File: src/rtl/kypd_pkg.sv
// Shared constants for the PmodKYPD scan controller: column strobe patterns,
// key legend lookup and default timing parameters.
package kypd_pkg;

   localparam int DEF_COL_CYC         = 100000;
   localparam int DEF_SETTLE_CYC      = 8;
   localparam int DEF_DEBOUNCE_FRAMES = 4;

   typedef enum logic [1:0] {
      COL0 = 2'd0,
      COL1 = 2'd1,
      COL2 = 2'd2,
      COL3 = 2'd3
   } col_state_t;

   // Active-low one-hot column drive, indexed by column number
   localparam logic [3:0] COL_PAT [4] = '{4'b0111, 4'b1011, 4'b1101, 4'b1110};

   // Legend by key index col*4+row, row 0 being R1
   localparam logic [3:0] KEY_LEGEND [16] = '{
      4'h1, 4'h4, 4'h7, 4'h0,
      4'h2, 4'h5, 4'h8, 4'hF,
      4'h3, 4'h6, 4'h9, 4'hE,
      4'hA, 4'hB, 4'hC, 4'hD
   };

endpackage

File: src/rtl/kypd_frame_debounce.sv
// Frame-level debounce: the stable key map follows the scanned frame only after
// DEBOUNCE_FRAMES identical frames in a row; upd marks the cycle the map is refreshed.
module kypd_frame_debounce
   import kypd_pkg::*;
#(
   parameter int DEBOUNCE_FRAMES = DEF_DEBOUNCE_FRAMES
) (
   input  logic        clk,
   input  logic        rst,
   input  logic        clr,
   input  logic        frame_done,
   input  logic [15:0] frame,
   output logic [15:0] key_map,
   output logic        upd
);

   localparam logic [3:0] DB_MAX = 4'(DEBOUNCE_FRAMES);

   logic [15:0] r_prev;
   logic [3:0]  r_stable;
   logic [15:0] r_map;
   logic        r_upd;
   logic [3:0]  w_stable_nxt;

   always_comb begin
      w_stable_nxt = 4'd1;
      if (frame == r_prev) begin
         w_stable_nxt = (r_stable >= DB_MAX) ? DB_MAX : r_stable + 4'd1;
      end
   end

   always_ff @(posedge clk or posedge rst) begin
      if (rst) begin
         r_prev   <= '0;
         r_stable <= '0;
         r_map    <= '0;
         r_upd    <= 1'b0;
      end else if (clr) begin
         r_prev   <= '0;
         r_stable <= '0;
         r_map    <= '0;
         r_upd    <= 1'b0;
      end else begin
         r_upd <= 1'b0;
         if (frame_done) begin
            r_prev   <= frame;
            r_stable <= w_stable_nxt;
            if (w_stable_nxt == DB_MAX) begin
               r_map <= frame;
               r_upd <= 1'b1;
            end
         end
      end
   end

   assign key_map = r_map;
   assign upd     = r_upd;

endmodule

File: src/rtl/kypd_scan_ctrl.sv
// PmodKYPD scan controller: strobes columns, samples synchronized rows after a
// settle delay, debounces whole frames and emits one key event per cycle.
module kypd_scan_ctrl
   import kypd_pkg::*;
#(
   parameter int COL_CYC         = DEF_COL_CYC,
   parameter int SETTLE_CYC      = DEF_SETTLE_CYC,
   parameter int DEBOUNCE_FRAMES = DEF_DEBOUNCE_FRAMES
) (
   input  logic        clk,
   input  logic        rst,
   input  logic        enable,
   input  logic [3:0]  Row,
   output logic [3:0]  Col,
   output logic        key_valid,
   output logic [3:0]  key_code,
   output logic [15:0] key_map,
   output logic        key_down
);

   localparam int               CNT_W    = $clog2(COL_CYC);
   localparam logic [CNT_W-1:0] CNT_LAST = CNT_W'(COL_CYC - 1);
   localparam logic [CNT_W-1:0] CNT_SMP  = CNT_W'(SETTLE_CYC);

   logic [3:0]       r_row_s1, r_row_s2;
   logic [CNT_W-1:0] r_cnt;
   col_state_t       r_col, w_col_nxt;
   logic [3:0]       w_col_drive;
   logic [3:0]       w_rows;
   logic             w_slot_end, w_frame_done, w_clr;
   logic [15:0]      r_frame, r_map_d, r_pending;
   logic [15:0]      w_map, w_clr_bit;
   logic             w_upd, w_valid;
   logic [3:0]       w_idx;

   always_ff @(posedge clk or posedge rst) begin
      if (rst) begin
         r_row_s1 <= 4'hF;
         r_row_s2 <= 4'hF;
      end else begin
         r_row_s1 <= Row;
         r_row_s2 <= r_row_s1;
      end
   end

   // Row pin 3-r is key row r; pressed rows read low
   always_comb begin
      for (int r = 0; r < 4; r++) begin
         w_rows[r] = ~r_row_s2[3-r];
      end
   end

   assign w_slot_end   = (r_cnt == CNT_LAST);
   assign w_frame_done = enable && w_slot_end && (r_col == COL3);
   assign w_clr        = ~enable;

   always_ff @(posedge clk or posedge rst) begin
      if (rst) begin
         r_cnt   <= '0;
         r_frame <= '0;
      end else if (!enable) begin
         r_cnt   <= '0;
         r_frame <= '0;
      end else begin
         r_cnt <= w_slot_end ? '0 : r_cnt + CNT_W'(1);
         if (r_cnt == CNT_SMP) begin
            r_frame[{r_col, 2'b00} +: 4] <= w_rows;
         end
      end
   end

   always_ff @(posedge clk or posedge rst) begin
      if (rst) r_col <= COL0;
      else     r_col <= w_col_nxt;
   end

   always_comb begin
      w_col_nxt   = r_col;
      w_col_drive = 4'b1111;
      if (!enable) begin
         w_col_nxt = COL0;
      end else begin
         w_col_drive = COL_PAT[r_col];
         if (w_slot_end) begin
            case (r_col)
               COL0:    w_col_nxt = COL1;
               COL1:    w_col_nxt = COL2;
               COL2:    w_col_nxt = COL3;
               default: w_col_nxt = COL0;
            endcase
         end
      end
   end

   // Park the columns for the whole reset pulse, not just after the next edge
   assign Col = rst ? 4'b1111 : w_col_drive;

   kypd_frame_debounce #(
      .DEBOUNCE_FRAMES(DEBOUNCE_FRAMES)
   ) u_debounce (
      .clk        (clk),
      .rst        (rst),
      .clr        (w_clr),
      .frame_done (w_frame_done),
      .frame      (r_frame),
      .key_map    (w_map),
      .upd        (w_upd)
   );

   always_comb begin
      w_idx = 4'd0;
      for (int i = 15; i >= 0; i--) begin
         if (r_pending[i]) w_idx = 4'(i);
      end
   end

   assign w_valid   = enable && (r_pending != 16'd0);
   assign w_clr_bit = w_valid ? (16'd1 << w_idx) : 16'd0;

   // r_map_d still holds the previous map during the update cycle
   always_ff @(posedge clk or posedge rst) begin
      if (rst) begin
         r_pending <= '0;
         r_map_d   <= '0;
      end else if (!enable) begin
         r_pending <= '0;
         r_map_d   <= '0;
      end else begin
         r_map_d   <= w_map;
         r_pending <= (r_pending & ~w_clr_bit) | (w_upd ? (w_map & ~r_map_d) : 16'd0);
      end
   end

   assign key_valid = w_valid;
   assign key_code  = w_valid ? KEY_LEGEND[w_idx] : 4'h0;
   assign key_map   = w_map;
   assign key_down  = |w_map;

endmodule

File: config.mk
export PLATFORM = sky130hd
export DESIGN_NAME = kypd_scan_ctrl
export DESIGN_NICKNAME = d
export VERILOG_FILES = /design/src/rtl/kypd_pkg.sv /design/src/rtl/kypd_frame_debounce.sv /design/src/rtl/kypd_scan_ctrl.sv
export SDC_FILE = /design/constraint.sdc
export NUM_CORES = 1
export LEC_CHECK = 0
export ABC_AREA = 1
export BUFFER_PORTS_ARGS = -buffer_cell sky130_fd_sc_hd__buf_2
export CORE_AREA = 5 5 113 115
export CTS_CLUSTER_DIAMETER = 150
export DETAILED_ROUTE_END_ITERATION = 8
export DIE_AREA = 0 0 118 120
export PLACE_DENSITY = 0.76
export REMOVE_ABC_BUFFERS = 1
export SLEW_MARGIN = 20
export SYNTH_ARGS = -nofsm -noshare
export SYNTH_HDL_FRONTEND = slang
export SYNTH_HIERARCHICAL = 1
export SYNTH_SLANG_ARGS = --single-unit
export TNS_END_PERCENT = 1
File: constraint.sdc
create_clock -name clk -period 3.8 [get_ports clk]
set_input_delay 0.38 -clock clk [delete_from_list [all_inputs] [get_ports clk]]
set_output_delay 0.38 -clock clk [all_outputs]
set_load 0.01 [all_outputs]
Word-level counts from Yosys, hierarchy flattened --
Memories as Yosys holds them, arrays and structs flattened. Index checks and enable logic that the tools add are counted.
Operators by class: add/sub/neg operators 3, order comparisons 3, eq/ne operators 11, shifts and indexed selects 3, muxes and demuxes 48, bitwise logic cells 11, reduce and logical (&&, ||, !) cells 7
Operators with widths (number):
- two-way mux 16 bit | 11
- two-way mux 4 bit | 27
- two-way mux 17 bit | 2
- AND 16 bit | 2
- inverter 16 bit | 2
- adder 17 x 1 -> 17 bit (second input constant) | 1
- equality test 17 bit (second input constant) | 1
- equality test 17 x 4 -> 1 bit (second input constant) | 1
- bitwise mux 16 bit | 1
- equality test 16 bit | 1
- bitwise OR 16 bit | 1
- nonzero test 16 bit | 1
- OR reduction 16 bit | 1
- variable shift 4 x 6 -> 16 bit (first input constant) | 1
- indexed part select 4 x 6 -> 16 bit | 1
- << shifter 1 x 4 -> 16 bit (first input constant) | 1
- binary-select mux 4 bit (select 2 bit) | 1
- inequality test 2 x 1 -> 1 bit (second input constant) | 4
- negator 4 -> 6 bit | 1
- case mux 2 bit (3 select lines) | 1
- >= comparator 5 bit (second input constant) | 1
- inverter 4 -> 5 bit | 1
- adder 4 x 1 -> 4 bit (second input constant) | 1
- equality test 2 bit (second input constant) | 2
- other kinds (11) | 19
Storage, ports and cells: bits in registers 112, memory bits (read-only) 64, bits of input ports 7, memories 1
Memory list:
- (no name shown) | depth 16, bits a word 4, read ports 1, clocked after memory_dff 0, wr ports 0, line kypd_scan_ctrl.sv:135 | assign key_code = w_valid ? KEY_LEGEND[w_idx] : 4'h0;

Logic depth before layout (Yosys ltp) --
Gate-level depths: netlist of run 1.
depth after elaboration 22, gate-level depth with buffers 23, mapped depth without buffers 23

Cells and area by module --
The synthesis of run 1 kept the hierarchy.
By module, submodules not included:
- kypd_scan_ctrl | instances 1, cells each 449, area each 3778.6 µm²
- kypd_frame_debounce | instances 1, cells each 244, area each 1844.3 µm²

Worst setup path after synthesis of run 1 --
OpenSTA, ideal clock, no wires.
path kind input to output, start input rst, end output Col[0], arrival time 2.348 ns, slack 1.072 ns, stages on the path 2, buffers on the path 0, cells stage by stage inv_1 -> nand3_1
On the way: word-level cells in the longest chain between the ends 1
RTL lines:
- start: declaration | line kypd_scan_ctrl.sv:11 | input logic rst,
- two-way mux 4 bit | line kypd_scan_ctrl.sv:96 | assign Col = rst ? 4'b1111 : w_col_drive;
- end: declaration | line kypd_scan_ctrl.sv:14 | output logic [3:0] Col,
No other way between the ends.

Worst setup path in the final report of run 1 --
start register r_pending[13], end output key_code[1]
On the way: word-level cells in the longest chain between the ends 19, elaborated cells on any way between the ends 21, those cells by class mux (17); bitwise (1); reduce/logical (2); memory (1)
RTL lines:
- start: declaration | line kypd_scan_ctrl.sv:31 | logic [15:0] r_frame, r_map_d, r_pending;
- start signal: assignment | line kypd_scan_ctrl.sv:130 | r_pending <= (r_pending & ~w_clr_bit) | (w_upd ? (w_map & ~r_map_d) : 16'd0);
- two-way mux 4 bit (14 in series) | line kypd_scan_ctrl.sv:113 | if (r_pending[i]) w_idx = 4'(i);
- inverter 4 -> 5 bit (implied by the code) | line kypd_scan_ctrl.sv:135
- memory read (16 x 4 bit)
- two-way mux 4 bit (implied by the code) (2 in series) | line kypd_scan_ctrl.sv:135
- two-way mux 4 bit * | line kypd_scan_ctrl.sv:135
- end: declaration | line kypd_scan_ctrl.sv:16 | output logic [3:0] key_code,
Mark *: on every way between the ends. The rest lies on a longest branch, timed or not. The select of a mux whose other input is x is not followed.

==> results of run 1 <==
-- power by group through the flow --
stage          Combinational (uW)  Clock (uW)  Sequential [uW]
2_1_floorplan                44.8           0             1230
3_3_place_gp                 74.3           0             1230
3_5_place_dp                 76.2           0             1230
4_1_cts                      76.3        1180             1210
5_1_grt                      86.2        1230             1210
6_report                     74.0        1150             1210
-- worst max-delay path, cell delays in order, from the launching register on --
cell and delay (ns):
dfrtp_1 0.40, inv_1 0.08, nand2_1 0.05, nand2_1 0.05, nand2_1 0.04, nand2_1 0.05
nand2_1 0.05, nand2_1 0.05, nand2_1 0.04, nand2_1 0.05, nand2_1 0.05, nand2_1 0.07
nand2_1 0.05, nand2_1 0.07, nand2_1 0.07, nand2_1 0.13, inv_1 0.08, ha_1 0.28
inv_1 0.05, a211oi_1 0.26, nor2_1 0.07, buf_2 0.14
-- cells in the mapped netlist, types with 2 or more instances --
library cell  instances  area [sq um]
nand2_1             156           586
xor2_1                3          26.3
o22ai_1              17           106
dfstp_2               8           210
nor4_1                9          56.3
inv_2                13          48.8
buf_2                 4          20.0
or2_2                 5          31.3
o21ai_0              26           130
nand3_2               2          20.0
dfrtp_1             104          2600
nor3_1               13          65.1
o31ai_1              15           113
o21ai_1               3          15.0
nor2_1               67           251
nand2_2               3          18.8
ha_1                 16           200
nor2_4                3          33.8
nor2_2                6          37.5
nor3_2                4          40.0
inv_1               107           402
a31oi_1               2          12.5
clkinv_1              4          15.0
buf_1                 3          11.3
nand3_1              59           295
nand4_1               9          56.3
a21oi_1              15          75.1
clkbuf_1              6          22.5
-- per-layer routing --
metal | vias up | global-route usage, % | share of wire, %
met3 | 22 | 3.49 | 4.3
met1 | 2171 | 22.1 | 43
li1 | 2286 | - | -
met2 | 112 | 31.9 | 51
met4 | 0 | 6.95 | 2.1
met5 | - | 0 | 0
-- flip-flops by register name, indices dropped and copies added (netlist names) --
signal               count
r_cnt                   17
r_col                    2
r_frame                 16
r_map_d                 16
r_pending               16
r_row_s1                 4
r_row_s2                 4
u_debounce/key_map      16
u_debounce/r_prev       16
u_debounce/r_stable      4
u_debounce/upd           1
-- area by class of cell --
type	count	area share [%]
Clock buffer	9	3.57
Inverter	125	7.46
Multi-Input combinational cell	442	36.0
Timing Repair Buffer	36	3.02
Tap cell	147	2.92
Clock inverter	7	2.36
Sequential cell	112	44.6
-- stage by stage --
stage	total power, uW	hold slack, ns	util [%]
2_1_floorplan	1270	0.345	-
3_3_place_gp	1300	0.346	50.6
3_5_place_dp	1310	0.347	50.6
4_1_cts	2460	0.0385	53.8
5_1_grt	2520	0.0470	53.8
6_report	2430	0.0355	53.8
-- layout by cell type, fill, tap and decap left out, types with 2 or more instances in the layout --
| cell type | instances |
|---|---|
| a21oi_1 | 15 |
| a31oi_1 | 2 |
| buf_2 | 32 |
| buf_4 | 4 |
| bufinv_16 | 4 |
| clkbuf_16 | 9 |
| clkinv_1 | 4 |
| dfrtp_1 | 104 |
| dfstp_2 | 8 |
| ha_1 | 16 |
| inv_1 | 106 |
| inv_2 | 14 |
| inv_6 | 2 |
| nand2_1 | 156 |
| nand2_2 | 3 |
| nand3_1 | 59 |
| nand3_2 | 2 |
| nand4_1 | 9 |
| nor2_1 | 67 |
| nor2_2 | 6 |
| nor2_4 | 3 |
| nor3_1 | 13 |
| nor3_2 | 4 |
| nor4_1 | 9 |
| o21ai_0 | 26 |
| o21ai_1 | 3 |
| o22ai_1 | 17 |
| o31ai_1 | 15 |
| or2_2 | 5 |
| xor2_1 | 3 |
-- how the worst max path moves through the flow --
stage	startpoint	endpoint	slack, ns	cells past startpoint
after floorplan	rst	Col[0]	1.07	2
after global placement	r_cnt[0]$_DFF_PP0_	u_debounce/key_map[7]$_DFFE_PP0P_	1.27	12
after detailed placement	r_cnt[0]$_DFF_PP0_	u_debounce/key_map[3]$_DFFE_PP0P_	1.09	12
after global routing	r_pending[13]$_DFF_PP0_	key_code[1]	0.62	21
final	r_pending[13]$_DFF_PP0_	key_code[1]	0.90	21
after CTS	r_pending[13]$_DFF_PP0_	key_code[1]	0.88	21
-- kinds of logic (layout without fill, tap and decap cells) --
family | count (synthesis) | after routing | synth area share, %
adder cells (fa/ha/maj) | 16 | 16 | 3.56
AND/OR/NAND/NOR | 342 | 342 | 27.9
flip-flops | 112 | 112 | 50.0
buffers and inverters | 139 | 177 | 9.59
AO/OA/AOI/OAI | 80 | 80 | 8.30
XOR/XNOR | 4 | 4 | 0.623
==> flow_metrics.tcl, run 1 <==
set metrics [dict create \
    power.internal_uw 1940 \
    drv_slew 0 \
    period_share_pct 76.4 \
    nNetsFinal 749 \
    dr.pass1.iters 5 \
    pwr-share-clk_pct 47.4 \
    final_cells 878 \
    peakVddDrop_mv 0.305 \
    fp.dieW_microns 118 \
    cap_violations 0 \
    avgViaCountPerCell 5.23 \
    switchingPower_uw 499 \
    place_congestion 0.996 \
    synth_cells 693 \
    rows 40 \
    dpl.hpwl_microns 9280 \
    drive_gt1_share_pct 14.0 \
    hold_viol 0 \
    seq_power_share_pct 49.6 \
    drc 0 \
    cts.clk_slew.worst_paths_ns 0.07 \
    die_height_microns 120 \
    synth_edf_count 0 \
    postPlaceCellArea_sq_um 5930 \
    arrival_ns 2.52 \
    io_pins 33 \
    synth_seq_area_share_pct 50.0 \
    crit_type "reg2out" \
    vias 4591 \
    min-delay-path-class "in2async" \
    hold_buffers 0 \
    end_kind "output pin" \
    rsz0062_at_grt "false" \
    powerDensity_nw_per_um2 386 \
    grt_max_degree 62 \
    required_ns 3.42 \
    cts_root_buffer "clkbuf_16" \
    place_inst 862 \
    multi_input_area_sq_um 2270 \
    drtIter0Drc 336 \
    setup_viol 0 \
    crit-reg2reg-capture "u_debounce/key_map[3]$_DFFE_PP0P_" \
    wl_microns 12400 \
    pwr-share-comb_pct 3.0 \
    post-cts-setup-buffer-count 0 \
    core_area_sq_um 11700 \
    rr_startpoint "r_cnt[0]$_DFF_PP0_" \
    ys_types 39 \
    swShare_pct 20.5 \
    reg2reg_slack_ns 1.10 \
    path_max_fanout 4 \
    min_period_ns 2.90 \
    worst_slack_ns 0.895 \
    grt-ovfl-total 0 \
    rr_worst_depth 12 \
    final_antenna_net_count 0 \
    tightest_slew_ns 0.758 \
    netlist_area_sq_um 5620 \
    max_freq_mhz 344 \
    outcome "complete, no violations" \
    yosys_warnings 6 \
    grt_pass1_wl_microns 21300 \
    antenna_cells 0 \
    cts_tree "built" \
    area_growth_syn_to_layout_pct 12.1 \
    ctsHtreeMaxLevel 3 \
    antenna_found_initial 0 \
    ys.flop_type "dfrtp_1" \
    cts_sinks 112 \
    skew_ns 0.00836 \
    synth-seq-cells 112 \
    p_leak_uw 0.00312 \
    ctsResizeCount 0 \
    drt-wirelength-per-cell_microns 14.1 \
    clkLatencyLatePin_ns 0.35 \
    synth_area_per_cell_sq_um 8.11 \
    num-fill-cells 1104 \
    ys_async_sr_fraction_pct 100 \
    grt_pass1_vias 4562 \
    fin_setup_tns_ns 0 \
    pre_cts_slack_ns 1.09 \
    slew_headroom_pct 49.4 \
    final_area_sq_um 6300 \
    cp-start-kind "flip-flop" \
    cts_buffers 9 \
    grt_usage_pct 18.2 \
    die-area_sq_um 14200 \
    initial_core_util_pct 48.0 \
    cts_max_path_buffers 2 \
    port_buffers 32 \
    register_area_sq_um 2810 \
]
No activity file was read; power rests on OpenSTA's default activity.
==> inputs of run 2 (changes only) <==
ABC_AREA = 0   (was 1)
CORE_AREA = 5 5 112 114   (was 5 5 113 115)
DIE_AREA = 0 0 117 119   (was 0 0 118 120)
clock period = 2.7 ns   (was 3.8 ns; I/O delays follow)
==> flow_metrics.tcl, run 2 <==
set metrics [dict create \
    crit_cells 8 \
    setup_viol 1 \
    largest_reg_flops 17 \
    synth_commonest_cells "dfrtp_1 (104), nor2_1 (71), nand2_1 (45)" \
    p_leak_uw 0.00278 \
    die-area_sq_um 13900 \
    rows 39 \
    holdWs_ns 0.0154 \
    synth_cells 535 \
    cts.clk_slew.worst_paths_ns 0.08 \
    outcome "complete, but fails checks" \
    path_delay_family "compound AO/OA/AOI/OAI gates" \
    worst_slack_ns -0.0217 \
    cp-start-kind "flip-flop" \
    synth_seq_area_share_pct 50.6 \
    antenna_found_initial 0 \
    cts_buffers 9 \
    drc 0 \
    arrival_ns 2.45 \
    ys.flop_type "dfrtp_1" \
    cts_max_path_buffers 2 \
    ys_types 49 \
    place_congestion 0.875 \
    yosys_warnings 6 \
    synthTopCellsByArea "dfrtp_1 (47%), mux2i_1 (7.6%), nor2_1 (4.8%), nand2b_1 (4.2%), dfstp_2 (3.8%)" \
    crit_buf_inv 1 \
    synth_top_area_share_pct 46.8 \
    drtIter0Drc 313 \
    path_common_cell "o31a_1" \
    crit_type "reg2out" \
    hold_depth 1 \
    rsz0062_at_grt "true" \
    cap_violations 0 \
    final_antenna_net_count 0 \
    final_cell_mix "dfrtp_1 (102), nor2_1 (71), nand2_1 (45)" \
    antenna_cells 0 \
    tightest_slew_ns 0.903 \
    grt_pass1_vias 4057 \
    period_share_pct 101 \
    grt-ovfl-total 0 \
    initial_core_util_pct 49.1 \
    multi_input_area_sq_um 2580 \
    peakVddDrop_mv 0.427 \
    route.met3.wl_microns 398 \
    layout_commonest_cell "dfrtp_1" \
    cts_sinks 112 \
    skew_ns 0.0102 \
    core_area_sq_um 11300 \
    slowest_stage "dfrtp_2" \
    register_area_sq_um 2820 \
    min_period_ns 2.72 \
    violations "negative setup slack" \
    ctsHtreeMaxLevel 3 \
    area_growth_syn_to_layout_pct 13.1 \
    hold_viol 0 \
    wl_microns 12000 \
    dr.pass1.iters 5 \
    cts_tree "built" \
    pre_cts_slack_ns 0.149 \
    powerDensity_nw_per_um2 528 \
    slew_headroom_pct 39.8 \
    die_height_microns 119 \
    synth_area_per_cell_sq_um 10.4 \
    port_buffers 32 \
    num-fill-cells 1005 \
    ys_async_sr_fraction_pct 100 \
    fp.dieW_microns 117 \
    synth_most_common_cell "dfrtp_1" \
    vias 3973 \
    wl_met1_microns 5400 \
    dr.max_layer_used "met4" \
    synth_edf_count 0 \
    rr_worst_depth 8 \
    top_register "r_cnt" \
    path_max_fanout 6 \
    yosysTopAreaCell "dfrtp_1" \
    max_freq_mhz 367 \
    grt_pass1_wl_microns 20300 \
    netlist_area_sq_um 5560 \
    grt_max_degree 49 \
    clkLatencyLatePin_ns 0.35 \
    drive_gt1_share_pct 16.8 \
    end_kind "output pin" \
    dpl.hpwl_microns 8430 \
    drv_slew 0 \
    min-delay-path-class "in2reg" \
    hold_buffers 0 \
    nNetsFinal 598 \
    io_pins 33 \
    synth-seq-cells 112 \
    critPathMaxStageDelay_ns 0.45 \
    avgViaCountPerCell 5.50 \
    path_cells "o31a_1 -> a21boi_1 -> o31a_1 -> ha_1 -> a21oi_1 -> o22ai_1 -> nor3b_2 -> buf_2" \
    drt-wirelength-per-cell_microns 16.7 \
    grt_usage_pct 18.3 \
    required_ns 2.43 \
    cts_root_buffer "clkbuf_16" \
    route.met2.wl_microns 6010 \
    finalPower_uw 3320 \
]
==> run 2: cells by family after synthesis <==
| logic type | Yosys count | share of synthesized area (%) |
|---|---|---|
| and+or+nand+nor | 249 | 24.4 |
| muxes | 43 | 7.77 |
| xor gates and xnor gates | 31 | 4.89 |
| buffers and inverters | 37 | 3.13 |
| AOI/OAI and AO/OA | 47 | 5.59 |
| DFF | 112 | 50.6 |
| adders and majority gates | 16 | 3.60 |
==> run 2: routing by layer <==
layer  up-vias  GRT usage [%]
li1       1893              -
met1      1976           24.3
met2        85           30.0
met3        19           3.04
met4         0           6.59
met5         -              0
==> run 2: metrics by stage <==
step	cell area, sq um	util, %	std cells	TNS, ns
after floorplan	5440	-	514	-6.35
after global placement	5890	52.0	702	0
after detailed placement	5890	52.0	702	0
after CTS	6260	55.3	719	-0.0201
after global routing	6280	55.5	722	-0.205
final	6280	55.5	722	-0.0217
==> run 2: path summary, 6_finish.rpt <==
check | from | endpoint | slack [ns]
setup / recovery | r_pending[6]$_DFF_PP0_ | key_code[1] | -0.02
hold / removal | Row[0] | r_row_s1[0]$_DFF_PP1_ | 0.02
setup reg to reg | r_cnt[0]$_DFF_PP0_ | u_debounce/key_map[13]$_DFFE_PP0P_ | 0.37
hold reg to reg | r_row_s1[2]$_DFF_PP1_ | r_row_s2[2]$_DFF_PP1_ | 0.36
max in group asynchronous | rst | u_debounce/r_stable[0]$_DFFE_PP0P_ | 1.88
min in group asynchronous | rst | r_col[1]$_DFFE_PP0P_ | 0.07
==> run 2: cell type report <==
cell class / count / share of cell area, %
sequential: 112 / 44.8
multi-input combinational: 386 / 41.1
inverter: 16 / 0.956
timing repair buffer: 50 / 4.90
clock inverter: 6 / 1.83
clock buffer: 9 / 3.59
tap: 143 / 2.85
==> run 2: repair_timing <==
action                                 in CTS  in global routing
gates resized for setup                     8                  0
endpoints found under the hold margin       0                  0
setup endpoints to repair                   2                  3
pin swaps                                   0                  1
buffers inserted                            2                  3
gates cloned                                0                  0
==> run 2: report_power, final <==
group	switching (uW)	internal, uW	leakage (uW)
clock	610	909	0.000163
sequential	9.27	1690	0.00153
combinational	71.4	25.0	0.00108
